==> config.mk <==
export PLATFORM = sky130hd
export DESIGN_NAME = memory_bus_arbiter
export DESIGN_NICKNAME = d
export VERILOG_FILES = /design/src/rtl/memory_bus_pkg.sv /design/src/rtl/rr_grant2.sv /design/src/rtl/memory_bus_arbiter.sv
export SDC_FILE = /design/constraint.sdc
export NUM_CORES = 1
export LEC_CHECK = 0
export BUFFER_PORTS_ARGS = -buffer_cell sky130_fd_sc_hd__buf_4
export CORE_MARGIN = 4
export CORE_UTILIZATION = 31
export DETAILED_ROUTE_END_ITERATION = 10
export GPL_TIMING_DRIVEN = 0
export PLACE_DENSITY = 0.65
export REMOVE_ABC_BUFFERS = 1
export SKIP_CTS_REPAIR_TIMING = 1
export SLEW_MARGIN = 10
export SYNTH_ARGS = -nofsm -noshare
export SYNTH_HDL_FRONTEND = slang
export SYNTH_SLANG_ARGS = --single-unit
==> constraint.sdc <==
create_clock -name clk -period 4.68 [get_ports clk]
set_clock_uncertainty 0.05 [all_clocks]
set_input_delay 0.936 -clock clk [delete_from_list [all_inputs] [get_ports clk]]
set_output_delay 0.936 -clock clk [all_outputs]
set_load 0.05 [all_outputs]
==> src/rtl/memory_bus_pkg.sv <==
// Shared types and constants for the two-port memory bus arbiter.
package memory_bus_pkg;

  localparam int DEF_BUS_WIDTH  = 32;
  localparam int DEF_ADDR_WIDTH = 32;

  typedef enum logic [1:0] {
    IDLE    = 2'd0,
    BUSY    = 2'd1,
    RESPOND = 2'd2
  } state_t;

  localparam logic REQ_INSTR = 1'b0;
  localparam logic REQ_DATA  = 1'b1;

  // Watchdog counter width; kept at least 1 bit so a disabled watchdog still elaborates.
  function automatic int cnt_width(input int t);
    return (t < 1) ? 1 : $clog2(t + 1);
  endfunction

endpackage

==> src/rtl/rr_grant2.sv <==
// Two-input grant picker: round-robin against last_grant, or data-first when fixed.
module rr_grant2
  import memory_bus_pkg::*;
#(
  parameter int FIXED_PRIORITY = 0
) (
  input  logic [1:0] req,
  input  logic       last_grant,
  output logic       grant_valid,
  output logic       grant_data
);

  always_comb begin
    grant_valid = |req;
    grant_data  = REQ_INSTR;
    case (req)
      2'b10:   grant_data = REQ_DATA;
      2'b11:   grant_data = (FIXED_PRIORITY != 0) ? REQ_DATA : ~last_grant;
      default: grant_data = REQ_INSTR;
    endcase
  end

endmodule

==> src/rtl/memory_bus_arbiter.sv <==
// Shares one level-request / one-cycle-response memory bus between an instruction
// port and a data port, one transaction at a time, with a stall watchdog.
module memory_bus_arbiter
  import memory_bus_pkg::*;
#(
  parameter int BUS_WIDTH      = DEF_BUS_WIDTH,
  parameter int ADDR_WIDTH     = DEF_ADDR_WIDTH,
  parameter int TIMEOUT_CYCLES = 1024,
  parameter int FIXED_PRIORITY = 0
) (
  input  logic                  clk,
  input  logic                  reset,

  input  logic                  i_read,
  input  logic                  i_write,
  input  logic [ADDR_WIDTH-1:0] i_address,
  input  logic [BUS_WIDTH-1:0]  i_write_data,
  output logic [BUS_WIDTH-1:0]  i_read_data,
  output logic                  i_response,

  input  logic                  d_read,
  input  logic                  d_write,
  input  logic [ADDR_WIDTH-1:0] d_address,
  input  logic [BUS_WIDTH-1:0]  d_write_data,
  output logic [BUS_WIDTH-1:0]  d_read_data,
  output logic                  d_response,

  output logic                  m_read,
  output logic                  m_write,
  output logic [ADDR_WIDTH-1:0] m_address,
  output logic [BUS_WIDTH-1:0]  m_write_data,
  input  logic [BUS_WIDTH-1:0]  m_read_data,
  input  logic                  m_response,

  output logic                  grant_data,
  output logic                  timeout_flag,
  input  logic                  timeout_clear
);

  localparam int              CW       = cnt_width(TIMEOUT_CYCLES);
  localparam int              LIMIT_I  = (TIMEOUT_CYCLES > 0) ? TIMEOUT_CYCLES - 1 : 0;
  localparam logic [CW-1:0]   WD_LIMIT = CW'(LIMIT_I);
  localparam logic            WD_EN    = (TIMEOUT_CYCLES != 0);

  // Per-port views indexed by requester ID.
  logic [1:0]                 req, wr;
  logic [1:0][ADDR_WIDTH-1:0] addr;
  logic [1:0][BUS_WIDTH-1:0]  wdata;
  logic [1:0][BUS_WIDTH-1:0]  rdata_q;
  logic [1:0]                 resp_q;

  state_t        state, state_n;
  logic          last_grant;
  logic          gnt_valid, gnt;
  logic [CW-1:0] wd_cnt;
  logic          wd_expire;

  assign req   = {d_read | d_write, i_read | i_write};
  assign wr    = {d_write, i_write};
  assign addr  = {d_address, i_address};
  assign wdata = {d_write_data, i_write_data};

  assign i_read_data = rdata_q[REQ_INSTR];
  assign d_read_data = rdata_q[REQ_DATA];
  assign i_response  = resp_q[REQ_INSTR];
  assign d_response  = resp_q[REQ_DATA];

  assign wd_expire = WD_EN && (wd_cnt == WD_LIMIT);

  rr_grant2 #(.FIXED_PRIORITY(FIXED_PRIORITY)) u_grant (
    .req         (req),
    .last_grant  (last_grant),
    .grant_valid (gnt_valid),
    .grant_data  (gnt)
  );

  always_ff @(posedge clk or posedge reset) begin
    if (reset) state <= IDLE;
    else       state <= state_n;
  end

  always_comb begin
    state_n = state;
    case (state)
      IDLE:    if (gnt_valid) state_n = BUSY;
      BUSY:    if (m_response || wd_expire) state_n = RESPOND;
      RESPOND: state_n = IDLE;
      default: state_n = IDLE;
    endcase
  end

  always_ff @(posedge clk or posedge reset) begin
    if (reset) begin
      m_read       <= 1'b0;
      m_write      <= 1'b0;
      m_address    <= '0;
      m_write_data <= '0;
      rdata_q      <= '0;
      resp_q       <= '0;
      grant_data   <= REQ_INSTR;
      last_grant   <= REQ_DATA;
      timeout_flag <= 1'b0;
      wd_cnt       <= '0;
    end else begin
      resp_q <= '0;
      if (timeout_clear) timeout_flag <= 1'b0;
      case (state)
        IDLE: if (gnt_valid) begin
          grant_data   <= gnt;
          m_write      <= wr[gnt];
          m_read       <= ~wr[gnt];
          m_address    <= addr[gnt];
          m_write_data <= wdata[gnt];
          wd_cnt       <= '0;
        end
        BUSY: begin
          if (m_response) begin
            m_read              <= 1'b0;
            m_write             <= 1'b0;
            rdata_q[grant_data] <= m_read_data;
            resp_q[grant_data]  <= 1'b1;
          end else if (wd_expire) begin
            // Set overrides a same-cycle clear.
            m_read              <= 1'b0;
            m_write             <= 1'b0;
            rdata_q[grant_data] <= '0;
            resp_q[grant_data]  <= 1'b1;
            timeout_flag        <= 1'b1;
          end else if (wd_cnt != '1) begin
            wd_cnt <= wd_cnt + 1'b1;
          end
        end
        RESPOND: last_grant <= grant_data;
        default: ;
      endcase
    end
  end

endmodule

---- Yosys cells after proc, flatten, opt, wreduce, memory -nomap -nowiden ----
Cells that the tools add are included.
cells by class
  reductions and logical operators ........ 11
  divide/modulo/power cells ............... 0
  multipliers ............................. 0
  mux-type cells .......................... 35
  add/sub/neg operators ................... 1
  $lt $le $gt $ge ......................... 3
  equal/unequal tests ..................... 12
  bitwise logic cells ..................... 6
  shift-type cells ........................ 0
operators by type and width
  kind                                                         number
  2-to-1 mux 32 bit                                            5
  2-to-1 mux 64 bit                                            2
  bitwise AND 64 bit                                           1
  bitwise mux 64 bit                                           1
  NOT 64 bit                                                   1
  2-to-1 mux 11 bit                                            4
  demux 32 bit (select 1 bit)                                  1
  case mux 11 bit (2 select lines)                             1
  adder 11 x 1 -> 11 bit (second input constant)               1
  equality test 11 x 10 -> 1 bit (second input constant)       1
  2-to-1 mux 1 bit                                             11
  inequality test 11 bit (second input constant)               1
  2-to-1 mux 2 bit                                             5
  inequality test 2 bit (second input constant)                5
  equality test 2 bit (second input constant)                  3
  case mux 1 bit (2 select lines)                              3
  AND reduction 2 bit                                          3
  AND reduction 5 bit                                          1
  less-than comparator 1 x 2 -> 1 bit (second input constant)  2
  case mux 2 bit (2 select lines)                              1
  nonzero test 2 bit                                           2
  inequality test 3 bit (second input constant)                1
  AND reduction 3 bit                                          1
  equality test 2 x 1 -> 1 bit (second input constant)         1
  8 further kinds                                              10
word-level totals
  flip-flop bits (word level) ............. 148
  output and inout bits ................... 134
  memory bits (writable) .................. 0
  memory bits (read-only) ................. 0
  latch bits .............................. 0
  word-level logic and storage cells ...... 80
  memories ................................ 0

---- Depth between registers and ports, before layout ----
Gate-level depths: netlist of the first run.
  depth in word-level cells ............... 8
  mapped depth ............................ 6

---- Modules after synthesis ----
From an unflattened synthesis of the first run, not the netlist that was laid out.
unflattened totals
  cell total of the unflattened synthesis .. 534
  area, all modules ....................... 6348.6 sq um
by module, submodules not included
  module              seq. area each (sq um)  area an instance (sq um)  instances  cells each
  memory_bus_arbiter  3704.8                  6334.8                    1          532
  rr_grant2           0.0                     13.8                      1          2

---- Worst setup path after synthesis of the first run ----
OpenSTA, ideal clock, no wires.
  path kind ............................... input port to flip-flop
  start ................................... input i_read
  end ..................................... register grant_data
  buffers on the path ..................... 2
  cell stages on the path ................. 6
  slack ................................... 2.433 ns
  arrival time ............................ 2.102 ns
  data required time ...................... 4.535 ns
  path through ............................ or4_4 -> nand2_2 -> buf_4 -> buf_2 -> nand2_1 -> o31ai_1
between the ends
  longest elaborated chain between the ends .. 3
  elaborated cells between the ends (all ways) .. 6
ends and longest elaborated chain
  item                                                                           RTL line                          RTL
  from (decl)                                                                    memory_bus_arbiter.sv:14          input logic i_read,
  bitwise OR 1 bit (*)                                                           memory_bus_arbiter.sv:58          assign req = {d_read | d_write, i_read | i_write};
  equality test 2 bit / OR reduction 2 bit (equally long branches)               rr_grant2.sv:16, rr_grant2.sv:14
  case mux 1 bit (2 select lines) / AND reduction 2 bit (equally long branches)  n/a
  to (signal assigned)                                                           memory_bus_arbiter.sv:109         grant_data <= gnt;
  to (decl)                                                                      memory_bus_arbiter.sv:35          output logic grant_data,
Every way passes the cells marked *; elsewhere a longest branch is shown, timed or not.
A chain may end at the register's enable or synchronous reset.

---- Worst setup path after layout of the first run ----
  start ................................... register wd_cnt[0]
  end ..................................... register rdata_q (netlist bit d_read_data[15])
between the ends
  longest elaborated chain between the ends .. 3
ends and longest elaborated chain
  item                             RTL line                   RTL
  from (decl)                      memory_bus_arbiter.sv:55   logic [CW-1:0] wd_cnt;
  from (signal assigned)           memory_bus_arbiter.sv:130  wd_cnt <= wd_cnt + 1'b1;
  equality test 11 x 10 -> 1 bit   memory_bus_arbiter.sv:68   assign wd_expire = WD_EN && (wd_cnt == WD_LIMIT);
  nonzero test 2 bit (no line)     n/a
  AND reduction 2 bit (no line)    n/a
  to (signal, indexed assignment)  memory_bus_arbiter.sv:120  rdata_q[grant_data] <= m_read_data;
  to (decl)                        memory_bus_arbiter.sv:49   logic [1:0][BUS_WIDTH-1:0] rdata_q;
Every way passes these cells.

==> flow_metrics.tcl, run 1 <==
set metrics [dict create \
    finalInstanceArea_um2 9390 \
    fin_ws_ns 2.13 \
    initial_core_util_pct 31.8 \
    grt_max_degree 95 \
    firstDrtPassIters 4 \
    ys_seq_area_share_pct 59.5 \
    crit_path_end_kind "register" \
    num_vias 5057 \
    crit_fanout 33 \
    grt_pass1_wl_um 28000 \
    overflow 0 \
    period_needed_ns 2.55 \
    cts_made_buffers 17 \
    finalNetCount 983 \
    antenna_left 0 \
    clk_pin_slew_ns 0.06 \
    wl_per_cell_um 16.8 \
    synth_edf_count 0 \
    drcViolationCount 0 \
    worstPathRequired_ns 4.92 \
    drt-initial-drc-count 142 \
    place.gp.congestion 0.747 \
    p_leak_uw 0.00478 \
    ir_drop_mv 0.302 \
    arrival_ns 2.79 \
    post_drt_via_cell_ratio 4.63 \
    portBuffers 301 \
    ys_seq_elements 148 \
    syn_to_final_growth_pct 50.9 \
    antenna_found_initial 0 \
    ys.flop_type "dfrtp_1" \
    die_y_um 150 \
    antennaDiodeCount 0 \
    post-synth-top-area-cell "dfrtp_1" \
    finish.utilization_pct 47.9 \
    max_freq_mhz 392 \
    critPathKind "register to register" \
    slew_headroom_pct 43.3 \
    fp-row-count 51 \
    root_buffer "clkbuf_16" \
    die_area_um2 22400 \
    layout-drive-gt1-share_pct 43.2 \
    drv_slew 0 \
    synth_cell_types 46 \
    ctsLongestPathBuffers 2 \
    dp_slack_ns 1.92 \
    syn-cell-area_um2 6220 \
    status "completed" \
    syn_area_per_cell_um2 11.9 \
    worst_hold_path_type "register to register" \
    synthCells 524 \
    synth_top_area_share_pct 59.1 \
    grt_pass1_vias 5107 \
    drv_cap 0 \
    die_width_um 150 \
    htreeDepth 4 \
    rsz0062_at_grt "no" \
    place_area_um2 8810 \
    core_area_um2 19600 \
    critPathLaunchType "register" \
    wl_um 18400 \
    cts_tree "built" \
    synth_area_leaders "dfrtp_1, mux2i_1, a22o_1" \
    worstMarginPinSlew_ns 0.843 \
    grt_usage_pct 16.1 \
    period_share_pct 54.5 \
    hold_viol 0 \
    insertion_delay_ns 0.41 \
    filler_cell_count 1858 \
    powerDensity_nw_per_um2 834 \
    yosys_warnings 0 \
    synthArstFlopShare_pct 100 \
    io_pins 302 \
    hpwl_um 13800 \
    setup_viol 0 \
    cts.sinks 148 \
]
[where the power goes]
part / internal [uW] / switching [uW]
clock network: 762 / 572
registers: 1860 / 328
logic: 1350 / 2960
[metrics by stage]
stage / hold WS, ns / std cells / total power [uW] / setup TNS [ns]
detailed placement: 0.421 / 1060 / 6560 / 0
global route: 0.455 / 1092 / 8240 / 0
global placement: 0.414 / 1053 / 6540 / -466.83
CTS: 0.435 / 1092 / 7930 / 0
finish: 0.429 / 1092 / 7830 / 0
floorplan: 0.441 / 487 / 5120 / -115.76
[final timing paths]
check	cells past startpoint	from	end	slack (ns)
min in group asynchronous	2	reset	m_address[9]	0.50
worst max-delay path	5	wd_cnt[0]	d_read_data[15]	2.13
worst min register to register	2	m_write_data[8]	m_write_data[8]	0.43
max in group asynchronous	3	reset	d_read_data[18]	3.30
worst min-delay path	2	m_write_data[8]	m_write_data[8]	0.43
worst max register to register	5	wd_cnt[0]	d_read_data[15]	2.13
[placed cells by master (no fill, tap or decap), drive strengths merged, types with 2 or more instances in the layout]
cell type,count
o41ai,2
o21ai,71
a21oi,6
and2,5
buf,308
or2b,2
nor2b,2
a22o,64
nor3,3
nand2,72
dfrtp,147
mux2i,65
clkbuf,18
and3,3
or4,6
clkinvlp,3
nand4,3
nand3,5
nor3b,2
nor2,3
nand2b,2
o31ai,6
inv,14
[worst max-delay path: stages, from the launching register on]
cell	delay, ns
dfrtp_1	0.40
ha_1	0.21
nand3_1	0.24
o41ai_4	0.36
nand3_2	0.70
a22o_1	0.45
[state kept, by name, summed over array words and instances, names as in the netlist]
name,cells
state,2
m_write_data,32
grant_data,1
d_read_data,32
m_write,1
m_read,1
wd_cnt,11
last_grant,1
i_read_data,32
m_address,32
timeout_flag,1
resp_q,2
[routing by layer]
| layer | wire [um] | share of wire [%] | GRT usage (%) | vias to the layer above |
|---|---|---|---|---|
| met5 | 0 | 0 | 0 | - |
| met4 | 188 | 1.0 | 4.07 | 0 |
| met3 | 1590 | 8.7 | 5.36 | 13 |
| met2 | 8810 | 48 | 26.1 | 217 |
| met1 | 7790 | 42 | 20.7 | 2344 |
| li1 | - | - | - | 2483 |
[cells by family (layout without fill, tap and decap cells)]
kind of cell / after synthesis / in the layout / synth area share [%]
simple gates: 112 / 112 / 9.07
flops: 148 / 148 / 59.5
buf+inv: 42 / 345 / 3.20
mux: 66 / 66 / 10.6
fa+ha+maj: 1 / 1 / 0.201
compound gates: 154 / 154 / 17.2
xor+xnor: 1 / 1 / 0.141
[cell type report]
| type | count | area (um^2) | share of cell area [%] |
|---|---|---|---|
| inverter | 5 | 26.3 | 0.280 |
| sequential | 148 | 3700 | 39.5 |
| clock inverter | 14 | 139 | 1.48 |
| multi-input combinational | 334 | 2340 | 25.0 |
| tap | 265 | 332 | 3.53 |
| clock buffer | 18 | 439 | 4.68 |
| timing repair buffer | 308 | 2400 | 25.6 |
[Yosys cell counts, drive strengths merged (2+ instances only)]
cell type  number
nor3            3
a21oi           6
and3            3
nand2b          2
mux2i          65
nor3b           2
o31ai           6
o41ai           2
nand2          72
nand3           5
clkbuf          8
a22o           64
o21ai          71
buf            29
and2            5
dfrtp         147
or2b            2
nor2            3
nand4           3
nor2b           2
or4             6
inv             5
No activity file was read; power rests on OpenSTA's default activity.
==> run 2, diff against run 1 <==
--- a/config.mk
+++ b/config.mk
@@ -5,12 +5,13 @@
 export SDC_FILE = /design/constraint.sdc
 export NUM_CORES = 1
 export LEC_CHECK = 0
+export ABC_AREA = 1
 export BUFFER_PORTS_ARGS = -buffer_cell sky130_fd_sc_hd__buf_4
 export CORE_MARGIN = 4
 export CORE_UTILIZATION = 31
 export DETAILED_ROUTE_END_ITERATION = 10
 export GPL_TIMING_DRIVEN = 0
-export PLACE_DENSITY = 0.65
+export PLACE_DENSITY = 0.64
 export REMOVE_ABC_BUFFERS = 1
 export SKIP_CTS_REPAIR_TIMING = 1
 export SLEW_MARGIN = 10
==> constraint.sdc (replaced) <==
create_clock -name clk -period 2.3 [get_ports clk]
set_clock_uncertainty 0.05 [all_clocks]
set_input_delay 0.46 -clock clk [delete_from_list [all_inputs] [get_ports clk]]
set_output_delay 0.46 -clock clk [all_outputs]
set_load 0.05 [all_outputs]
==> run 2 against run 1 <==
Effect of this change:
- global-route usage is 2.1 points higher
- final cell count is 22% higher
- largest cell class unchanged
- clock power is 120% higher
- largest power group unchanged
==> flow_metrics.tcl, run 2 <==
set metrics [dict create \
    finish.utilization_pct 45.9 \
    ys_seq_elements 148 \
    critPathLaunchType "register" \
    finalNetCount 1211 \
    post-synth-top-area-cell "dfrtp_1" \
    status "completed" \
    fp-row-count 53 \
    period_needed_ns 2.20 \
    syn_area_per_cell_um2 8.53 \
    grt_pass1_wl_um 34400 \
    crit_path_end_kind "output pin" \
    die_area_um2 23700 \
    grt_max_degree 88 \
    worstPathRequired_ns 1.79 \
    ys_seq_area_share_pct 56.0 \
    synth_cell_types 32 \
    drv_cap 0 \
    final_common_cell "buf_4" \
    initial_core_util_pct 31.5 \
    reg2reg_depth 4 \
    root_buffer "clkbuf_16" \
    critical_path.slowest_cell "dfrtp_2" \
    drt-initial-drc-count 382 \
    overflow 0 \
    arrival_ns 1.69 \
    synthCells 775 \
    synth_area_leaders "dfrtp_1, nand2_1, o21ai_0" \
    slew_headroom_pct 42.7 \
    antennaDiodeCount 0 \
    synthArstFlopShare_pct 100 \
    dp_cells 1297 \
    antenna_left 0 \
    ctsLongestPathBuffers 2 \
    synth_top_area_share_pct 55.6 \
    drv_slew 0 \
    period_share_pct 95.5 \
    cts_made_buffers 17 \
    num_vias 6445 \
    setup_viol 0 \
    ir_drop_mv 0.660 \
    crit_fanout 35 \
    portBuffers 301 \
    rr_endpoint "i_read_data[25]" \
    hpwl_um 15100 \
    grt_usage_pct 18.1 \
    cts.sinks 148 \
    die_y_um 154 \
    critPathKind "register to output pin" \
    die_width_um 154 \
    mostFrequentLayoutCells "buf_4, nand2_1, dfrtp_1, o21ai_0, nor2_1" \
    place.gp.congestion 0.810 \
    core_area_um2 21000 \
    antenna_found_initial 0 \
    drcViolationCount 0 \
    firstDrtPassIters 5 \
    yosys_warnings 0 \
    hold_viol 0 \
    r2r-start "grant_data" \
    post-synth-top-count-cell "nand2_1" \
    filler_cell_count 2111 \
    cp_cell_sequence "buf_4" \
    critPathTopFamily "flip-flops" \
    final-instance-count-excl-fill 1329 \
    io_pins 302 \
    synth_edf_count 0 \
    p_leak_uw 0.00486 \
    max_freq_mhz 455 \
    whs_ns 0.00494 \
    ys.flop_type "dfrtp_1" \
    synth_common_cells "nand2_1, dfrtp_1, o21ai_0, nor2_1, nand4_1" \
    post_drt_via_cell_ratio 4.85 \
    clk_pin_slew_ns 0.06 \
    worstMarginPinSlew_ns 0.860 \
    cts_tree "built" \
    powerDensity_nw_per_um2 1730 \
    grt_pass1_vias 6269 \
    worst_hold_path_type "primary input to asynchronous set/reset pin" \
    syn-cell-area_um2 6610 \
    insertion_delay_ns 0.41 \
    final.setup.tns_ns 0 \
    wl_per_cell_um 16.9 \
    r2r_slack_ns 0.16 \
    critPathMaxStageDelay_ns 0.92 \
    path_buf_inv 1 \
    syn_to_final_growth_pct 46.0 \
    rsz0062_at_grt "no" \
    layout-drive-gt1-share_pct 33.8 \
    wl_um 22500 \
    htreeDepth 4 \
]
==> run 2: cell count changes after synthesis, moves of 41 or more <==
cell     change
nand4_1     +65
nor2_1      +72
nand2_1    +161
mux2i_1     -65
o21ai_1     +41
a22o_1      -64
==> run 2: final cells by class <==
class / count / area, um^2 / share of cell area [%]
flip-flops and latches: 148 / 3710 / 38.4
inverters: 21 / 109 / 1.13
repair buffers: 304 / 2330 / 24.1
well taps: 275 / 344 / 3.56
clock inverters: 12 / 181 / 1.88
multi-input cells: 550 / 2550 / 26.4
clock buffers: 19 / 433 / 4.48
==> run 2: worst max-delay path by stage <==
stage | startpoint | to | slack (ns) | cells after the start
2_1_floorplan | reset | d_read_data[0] | -2.19 | 1
3_3_place_gp | reset | state[1] | -4.16 | 2
3_5_place_dp | d_write | m_write_data[27] | -0.64 | 7
4_1_cts | state[0] | m_write_data[27] | -0.56 | 5
5_1_grt | grant_data | grant_data | 0.02 | 1
6_report | grant_data | grant_data | 0.10 | 1
==> run 2: per-layer routing <==
layer / routed length (um) / GRT usage, %
met5: 0 / 0
met4: 259 / 4.54
met3: 2220 / 7.26
met2: 10800 / 29.2
met1: 9140 / 22.9
==> run 2: kinds of logic after synthesis <==
group                    count (synthesis)  share of synthesized area, %
AO/OA/AOI/OAI                          145                          11.1
XOR/XNOR                                 2                         0.265
adder cells (fa/ha/maj)                  1                         0.189
buffers and inverters                   78                          5.79
flip-flops                             148                          56.0
AND/OR/NAND/NOR                        401                          26.6
==> run 2: stage by stage <==
stage	worst slack (ns)	power (uW)	area, um^2
5_1_grt	0.0175	17600	9650
3_3_place_gp	-4.16	13700	8910
3_5_place_dp	-0.640	13800	9000
4_1_cts	-0.564	16800	9620
6_report	0.103	16700	9650
2_1_floorplan	-2.19	10500	6310
==> run 2: power breakdown <==
group	total, uW	switching (uW)	internal [uW]
clock	2950	1140	1820
sequential	4570	785	3790
combinational	9150	6700	2460
total	16700	8620	8060
